## config.mk

```make
export PLATFORM = sky130hd
export DESIGN_NAME = ahb_lite_sram_slave_flat
export DESIGN_NICKNAME = d
export VERILOG_FILES = /design/src/rtl/ahb_pkg.sv /design/src/rtl/ahb_lite_sram_slave_if.sv /design/src/rtl/ahb_sram_array.sv /design/src/rtl/ahb_lite_sram_slave.sv /design/src/flat_wrapper.sv
export SDC_FILE = /design/constraint.sdc
export NUM_CORES = 1
export LEC_CHECK = 0
export ABC_AREA = 1
export BUFFER_PORTS_ARGS = -buffer_cell sky130_fd_sc_hd__buf_2
export CAP_MARGIN = 20
export CELL_PAD_IN_SITES_DETAIL_PLACEMENT = 0
export CELL_PAD_IN_SITES_GLOBAL_PLACEMENT = 1
export CORE_AREA = 2 2 239 241
export DETAILED_ROUTE_END_ITERATION = 8
export DIE_AREA = 0 0 241 243
export PLACE_DENSITY_LB_ADDON = 0.1
export SLEW_MARGIN = 10
export SYNTH_ARGS = -nofsm -noshare
export SYNTH_HDL_FRONTEND = slang
export SYNTH_SLANG_ARGS = --single-unit
```

## constraint.sdc

```tcl
create_clock -name hclk -period 3.77 [get_ports hclk]
set_input_delay 0.1885 -clock hclk [delete_from_list [all_inputs] [get_ports hclk]]
set_output_delay 0.1885 -clock hclk [all_outputs]
set_load 0.02 [all_outputs]
```

## src/rtl/ahb_pkg.sv

```systemverilog
// ahb_pkg: AHB-Lite transfer codes and slave FSM states shared by the SRAM slave.
package ahb_pkg;
    localparam logic [1:0] HTRANS_IDLE   = 2'b00;
    localparam logic [1:0] HTRANS_BUSY   = 2'b01;
    localparam logic [1:0] HTRANS_NONSEQ = 2'b10;
    localparam logic [1:0] HTRANS_SEQ    = 2'b11;
    localparam logic [2:0] HSIZE_WORD    = 3'b010;
    localparam logic       RESP_OKAY     = 1'b0;
    localparam logic       RESP_ERROR    = 1'b1;
    typedef enum logic [1:0] {S_IDLE, S_WAIT, S_ERR1, S_ERR2} state_e;
endpackage

```

## src/rtl/ahb_lite_sram_slave_if.sv

```systemverilog
// ahb_lite_sram_slave_if: AHB-Lite bus signals seen by a single slave.
interface ahb_lite_sram_slave_if;
    logic        hsel;
    logic [31:0] haddr;
    logic [1:0]  htrans;
    logic        hwrite;
    logic [2:0]  hsize;
    logic [31:0] hwdata;
    logic        hready;
    logic        hreadyout;
    logic        hresp;
    logic [31:0] hrdata;
    modport master (output hsel, haddr, htrans, hwrite, hsize, hwdata, hready,
                    input hreadyout, hresp, hrdata);
    modport slave (input hsel, haddr, htrans, hwrite, hsize, hwdata, hready,
                   output hreadyout, hresp, hrdata);
endinterface

```

## src/rtl/ahb_sram_array.sv

```systemverilog
// ahb_sram_array: DEPTH x 32 storage, synchronous write, combinational read, cleared by reset.
module ahb_sram_array #(
    parameter int DEPTH = 16,
    parameter int AW = $clog2(DEPTH)
) (
    input  logic          clk,
    input  logic          rst,
    input  logic          we,
    input  logic [AW-1:0] waddr,
    input  logic [31:0]   wdata,
    input  logic [AW-1:0] raddr,
    output logic [31:0]   rdata
);
    logic [31:0] mem [DEPTH];
    always_ff @(posedge clk) begin
        if (rst) begin
            for (int i = 0; i < DEPTH; i++) mem[i] <= '0;
        end else if (we) begin
            mem[waddr] <= wdata;
        end
    end
    assign rdata = mem[raddr];
endmodule

```

## src/rtl/ahb_lite_sram_slave.sv

```systemverilog
// ahb_lite_sram_slave: word-only AHB-Lite SRAM slave with configurable wait states
// and ERROR responses for out-of-range or non-word accesses.
module ahb_lite_sram_slave
    import ahb_pkg::*;
#(
    parameter int DEPTH = 16,
    parameter int WAIT_STATES = 0
) (
    input logic hclk,
    input logic hreset,
    ahb_lite_sram_slave_if.slave bus
);
    localparam int AW = $clog2(DEPTH);
    localparam logic [1:0] IDLE = S_IDLE;
    localparam logic [1:0] WAIT = S_WAIT;
    localparam logic [1:0] ERR1 = S_ERR1;
    localparam logic [1:0] ERR2 = S_ERR2;
    localparam logic [2:0] WS = 3'(WAIT_STATES);
    logic [1:0]    state, nstate;
    logic [2:0]    cnt;
    logic [AW-1:0] idx;
    logic          wr, err, act;
    logic          acc, bad, done, we;
    logic [31:0]   rdata;
    assign acc = bus.hsel & bus.hready & bus.htrans[1];
    assign bad = (bus.haddr[31:2] >= 30'(DEPTH)) | (bus.hsize != HSIZE_WORD);
    assign bus.hreadyout = (state == IDLE) | (state == ERR2);
    assign bus.hresp = (state == ERR1) | (state == ERR2) ? RESP_ERROR : RESP_OKAY;
    // act marks a pending data phase; it completes on any cycle with hreadyout high
    assign done = act & bus.hreadyout;
    assign we = done & wr & ~err;
    assign bus.hrdata = done & ~wr & ~err ? rdata : '0;
    always_comb begin
        nstate = state == ERR1 ? ERR2 :
                 state == WAIT ? (cnt == 3'd0 ? IDLE : WAIT) :
                 ~acc          ? IDLE :
                 bad           ? ERR1 :
                 WS != 3'd0    ? WAIT : IDLE;
    end
    always_ff @(posedge hclk) begin
        if (hreset) begin
            state <= IDLE;
            cnt   <= '0;
            idx   <= '0;
            wr    <= 1'b0;
            err   <= 1'b0;
            act   <= 1'b0;
        end else begin
            state <= nstate;
            cnt   <= state == WAIT ? cnt - 3'd1 : WS - 3'd1;
            if (bus.hreadyout) begin
                act <= acc;
                if (acc) begin
                    idx <= bus.haddr[AW+1:2];
                    wr  <= bus.hwrite;
                    err <= bad;
                end
            end
        end
    end
    ahb_sram_array #(.DEPTH(DEPTH), .AW(AW)) u_array (
        .clk  (hclk),
        .rst  (hreset),
        .we   (we),
        .waddr(idx),
        .wdata(bus.hwdata),
        .raddr(idx),
        .rdata(rdata)
    );
endmodule

```

## src/flat_wrapper.sv

```systemverilog
// flat-port wrapper written by rule: the top's interface ports become plain ports
module ahb_lite_sram_slave_flat import ahb_pkg::*;
#(
    parameter int DEPTH = 16,
    parameter int WAIT_STATES = 0
)
  (hclk, hreset, bus_hsel, bus_haddr, bus_htrans, bus_hwrite, bus_hsize, bus_hwdata, bus_hready, bus_hreadyout, bus_hresp, bus_hrdata);
  ahb_lite_sram_slave_if bus_i ();
  input logic hclk;
  input logic hreset;
  input wire logic [$bits(bus_i.hsel)-1:0] bus_hsel;
  input wire logic [$bits(bus_i.haddr)-1:0] bus_haddr;
  input wire logic [$bits(bus_i.htrans)-1:0] bus_htrans;
  input wire logic [$bits(bus_i.hwrite)-1:0] bus_hwrite;
  input wire logic [$bits(bus_i.hsize)-1:0] bus_hsize;
  input wire logic [$bits(bus_i.hwdata)-1:0] bus_hwdata;
  input wire logic [$bits(bus_i.hready)-1:0] bus_hready;
  output wire logic [$bits(bus_i.hreadyout)-1:0] bus_hreadyout;
  output wire logic [$bits(bus_i.hresp)-1:0] bus_hresp;
  output wire logic [$bits(bus_i.hrdata)-1:0] bus_hrdata;
  assign bus_i.hsel = bus_hsel;
  assign bus_i.haddr = bus_haddr;
  assign bus_i.htrans = bus_htrans;
  assign bus_i.hwrite = bus_hwrite;
  assign bus_i.hsize = bus_hsize;
  assign bus_i.hwdata = bus_hwdata;
  assign bus_i.hready = bus_hready;
  assign bus_hreadyout = bus_i.hreadyout;
  assign bus_hresp = bus_i.hresp;
  assign bus_hrdata = bus_i.hrdata;
  ahb_lite_sram_slave #(.DEPTH(DEPTH), .WAIT_STATES(WAIT_STATES)) u_core (.hclk(hclk), .hreset(hreset), .bus(bus_i));
endmodule
```

* Yosys cells after proc, flatten, opt, wreduce, memory -nomap -nowiden
Memories as Yosys holds them, arrays and structs flattened. A register that Yosys moved wholly into a read port is not among the register bits.
Index checks and enable logic that the tools add are counted.
** Word-level totals
- Memories :: 1
- Output and inout bits :: 34
- Word-level logic and storage cells :: 47
- Register bits :: 12
- RAM bits :: 512
- Input bits :: 74
** Memory list
- u_core.u_array.mem :: depth 16, bits a word 32, read ports 1, clocked after memory_dff 1, wr ports 16, line ahb_sram_array.sv:14 : logic [31:0] mem [DEPTH];
** Operators by class
- Equality and inequality tests :: 4
- Reductions and logical operators :: 4
- Order comparisons :: 1
- $add $sub $neg :: 1
- Bitwise logic cells :: 12
- Muxes and demuxes :: 18
** Operator list (count)
- 2-to-1 mux 32 bit :: 2
- OR reduction 32 bit :: 1
- >= comparator 30 x 5 -> 1 bit, second input constant :: 1
- 2-to-1 mux 4 bit :: 3
- 2-to-1 mux 1 bit :: 8
- 2-to-1 mux 2 bit :: 4
- AND 1 bit :: 7
- equality test 2 bit, second input constant :: 2
- logical NOT 3 bit :: 1
- 2-to-1 mux 3 bit :: 1
- inequality test 3 x 2 -> 1 bit, second input constant :: 1
- OR 1 bit :: 3
- subtractor 3 x 1 -> 3 bit, second input constant :: 1
- equality test 2 x 1 -> 1 bit, second input constant :: 1
- logical NOT 2 bit :: 1
- NOT 1 bit :: 2
- AND reduction 2 bit :: 1

* Depth between registers and ports, before layout
- Word-level depth :: 10
- Mapped depth :: 11
- Mapped depth without buffers :: 8

* Modules after synthesis
A second synthesis with hierarchy kept.
** Second synthesis, totals
- Cells, all modules :: 2905
- Area total of the unflattened synthesis :: 25719.7 um2
** By module, submodules not included
- ahb_sram_array :: times used 1, cells an instance 2733, seq. area each 15374.7 um2, area each 24677.4 um2
- ahb_lite_sram_slave :: times used 1, cells an instance 172, seq. area each 240.2 um2, area each 1042.2 um2

* Worst setup path after synthesis
No wires, ideal clock.
- Kind :: register to register
- Start :: register u_core.state[0]
- End :: memory u_core.u_array.mem[12][0] (enable)
- Data required time :: 3381 ps
- Cell stages (with the launch flop) :: 10
- Library setup time :: 389 ps
- Path slack :: 985 ps
- Arrival time :: 2395 ps
- Path buffers :: 1
- Cells stage by stage :: dfxtp_1 inv_1 ha_1 nand2_1 nor2_1 nand3_2 nor3_2 nand3_1 clkbuf_1 nand2_1
** RTL lines
- start, declared :: line ahb_lite_sram_slave.sv:19 : logic [1:0] state, nstate;
- start signal, assigned :: line ahb_lite_sram_slave.sv:49 : state <= nstate;
- end, declared :: line ahb_sram_array.sv:14

==> impl_metrics.py <==
metrics = {
    "status": {
        "status": "finished, final reports clean",
    },
    "placement": {
        "placed_cells": 3507,
        "io_buffers": 104,
        "gp_congestion": 0.799,
        "place.detailed.hpwl_um": 41200,
    },
    "floorplan": {
        "fp.dieH_um": 243,
        "die_w_um": 241,
        "dieArea_um2": 58600,
        "pin_count": 108,
        "rows": 87,
        "core_um2": 56000,
        "start_util": 0.446,
    },
    "clocking": {
        "clockBufferDepth": 3,
        "clockRootBuffer": "clkbuf_16",
        "clkTransAtPathRegs_ns": 0.06,
        "worstSkewPairLatency_ns": 0.62,
        "cts_tree": "yes",
        "htreeDepth": 2,
        "cts_buffers": 57,
        "clock_sinks": 528,
    },
    "logic_synthesis": {
        "synth_top_area_frac": 0.616,
        "synthCells": 2781,
        "synth_edf_count": 512,
        "avgSynthCellArea_um2": 8.98,
        "synth_cell_types": 23,
        "yosysSeqAreaShare": 0.628,
        "synthTopCellsByArea": "edfxtp_1 (62%), nor2_1 (11%), nand2_1 (8.9%)",
        "synth_seq_cells": 528,
        "synth_nets": 2860,
        "syn-cell-area_um2": 25000,
        "ys_warn_count": 0,
        "async_reset_ff_frac": 0,
        "synth_largest_area_cell": "edfxtp_1",
        "ys.flop_type": "edfxtp_1",
        "synth_common_cells": "nor2_1 (751), nand2_1 (592), edfxtp_1 (512)",
        "synth_most_common_cell": "nor2_1",
    },
    "sta": {
        "hold_violations": 0,
        "finalSetupTns_ns": 0,
        "tightest_slew_ns": 1.05,
        "setup_viol": 0,
        "fin_crit_ns": 3.19,
        "fmax_mhz": 314,
        "fin_worst_skew_ns": 0.0139,
        "finalCritPeriodShare": 0.846,
        "slew_headroom": 0.301,
        "whs_ns": 0.0681,
        "rsz0062_at_grt": "false",
        "final_max_slew_viol_count": 0,
    },
    "setup_path": {
        "rr_startpoint": "u_core.state[0]",
        "critPathTopFamily": "simple AND/OR/NAND/NOR gates",
        "crit_buf_inv": 2,
        "timing.rr.end": "u_core.u_array.mem[12][19]",
        "critical_path_class": "flip-flop to primary output",
        "critPathMostFrequentCell": "nand2_1",
        "crit_arrival_ns": 3.00,
        "start_kind": "flip-flop",
        "r2r_cells": 9,
        "crit_required_ns": 3.58,
        "cp-end-kind": "primary output",
        "cp_slowest_stage_delay_ns": 0.55,
        "cp_slowest_cell": "buf_12",
        "worstPathMaxFanout": 169,
        "crit_path_cell_trace": "buf_12 -> or2_2 -> nand3_1 -> nand3_1 -> nand2_1 -> nand2_1 -> nand2_1 -> nor2_1 -> buf_2",
        "reg2reg_slack_ns": 1.08,
    },
    "power": {
        "power.share.switching": 0.244,
        "leakage_nw": 12.2,
        "irDropWorstVdd_v": 0.000353,
        "switching_power_mw": 3.18,
        "power_frac_comb": 0.086,
        "power_density_nw_per_um2": 462,
        "power.internal_mw": 9.84,
        "pwr-share-clk": 0.401,
        "pwr-share-seq": 0.513,
    },
    "global_route": {
        "antenna_found_initial": 0,
        "grt-ovfl-total": 0,
        "grt_pass1_vias": 18000,
        "grt_max_degree": 170,
        "grt_pass1_wl_um": 111000,
        "grtUsageTotal": 0.257,
    },
    "drt": {
        "wl_um": 73900,
        "drt_pass1_iterations": 5,
        "ant_nets": 0,
        "viasPerCell": 5.09,
        "wl_per_cell_um": 20.4,
        "drt_iter0_drc": 1450,
        "route.detailed.drc": 0,
        "vias": 18400,
    },
    "hold_path": {
        "hold_path.startpoint": "bus_haddr[8]",
        "hold_end": "u_core.state[1]",
        "holdCritPathClass": "primary input to flip-flop",
        "min_path_cells": 7,
    },
    "cells_and_area": {
        "diodes": 0,
        "drive_gt1_frac": 0.105,
        "instances_no_fill": 3624,
        "area_delta_synth_final_pct": 12.8,
        "layout.nets": 2901,
    },
    "run": {
        "maxCapViolations": 0,
    },
}
[per-layer routing]
metal | GRT usage | share of wire | vias up
met5 | 0 | 0 | -
met4 | 0.0980 | 0.040 | 0
met2 | 0.421 | 0.47 | 536
met1 | 0.343 | 0.43 | 8868
met3 | 0.0390 | 0.056 | 147
li1 | - | - | 8888
[flip-flops by register name, indices dropped and copies added, names as in the netlist, named ones only]
| signal | count |
|---|---|
| u_core.u_array.mem | 512 |
| u_core.idx | 4 |
| u_core.cnt | 3 |
| u_core.state | 2 |
| u_core.act | 1 |
| u_core.err | 1 |
| u_core.wr | 1 |
[metrics by stage]
| stage | utilization | setup slack [ns] | instance area, µm² | total power, mW |
|---|---|---|---|---|
| 6_report | 0.503 | 0.581 | 28200 | 13.0 |
| 5_1_grt | 0.503 | 0.444 | 28200 | 13.5 |
| 4_1_cts | 0.503 | 0.629 | 28200 | 13.1 |
| 3_5_place_dp | 0.471 | 1.05 | 26400 | 7.92 |
| 3_3_place_gp | 0.471 | 1.09 | 26400 | 7.90 |
| 2_1_floorplan | - | 0.985 | 25000 | 7.50 |
[layout by cell type, fill, tap and decap left out, types with 3 or more instances in the layout]
| cell | netlist | routed |
|---|---|---|
| a21oi_1 | 9 | 9 |
| buf_12 | 0 | 17 |
| buf_2 | 63 | 104 |
| buf_4 | 0 | 37 |
| clkbuf_1 | 108 | 16 |
| clkbuf_16 | 0 | 57 |
| clkinv_1 | 1 | 16 |
| clkinv_2 | 0 | 12 |
| dfxtp_1 | 16 | 13 |
| dlygate4sd3_1 | 0 | 12 |
| edfxtp_1 | 512 | 512 |
| ha_1 | 5 | 5 |
| inv_1 | 339 | 339 |
| inv_2 | 5 | 3 |
| inv_6 | 0 | 3 |
| nand2_1 | 592 | 572 |
| nand2_2 | 0 | 20 |
| nand3_1 | 184 | 182 |
| nand3_2 | 1 | 3 |
| nor2_1 | 751 | 751 |
| nor3_2 | 5 | 6 |
| o211ai_1 | 64 | 64 |
| o21ai_0 | 54 | 54 |
| o21ai_1 | 18 | 18 |
| or2_2 | 33 | 33 |
[worst register-to-register path: cells and delay by family (launching register included)]
kind,cells,cell delay [ns]
fa+ha+maj,1,0.31
buf+inv,2,0.42
flops,1,0.36
simple gates,6,1.29
[logic make-up (layout without fill, tap and decap cells)]
family	Yosys count	count (layout)	share of synthesized area
AND/OR/NAND/NOR	1569	1569	0.250
buffers and inverters	533	620	0.0833
flip-flops	528	528	0.628
AO/OA/AOI/OAI	146	146	0.0357
adder cells (fa/ha/maj)	5	5	0.00250
[power by group through the flow]
stage	clock, mW	combinational, mW	sequential [mW]
after floorplan	0	0.716	6.78
after global placement	0	1.11	6.79
after detailed placement	0	1.12	6.80
after CTS	5.32	1.13	6.68
after global routing	5.54	1.24	6.69
final	5.22	1.12	6.68
[layout make-up]
class / instances / area (µm²)
fill: 5320 / 27800
clock buffer: 73 / 1490
inverter: 345 / 1300
tap: 756 / 946
timing repair buffer: 170 / 1260
sequential: 528 / 15700
clock inverter: 32 / 203
multi-input combinational: 1720 / 7270
[worst max path at each step]
stage,to,depth (start not counted)
final,bus_hrdata[16],9
after global routing,bus_hrdata[22],10
after CTS,bus_hrdata[22],10
after detailed placement,u_core.u_array.mem[12][8],9
after global placement,u_core.u_array.mem[12][7],9
after floorplan,u_core.u_array.mem[12][0],9
[timing repair]
action                                 4_1_cts  5_1_grt
buffers inserted                             0        0
gates resized for setup                      0        0
endpoints found under the hold margin       15        0
hold buffers                                12        0
setup endpoints to repair                    0        0
No activity file was read; power rests on OpenSTA's default activity.
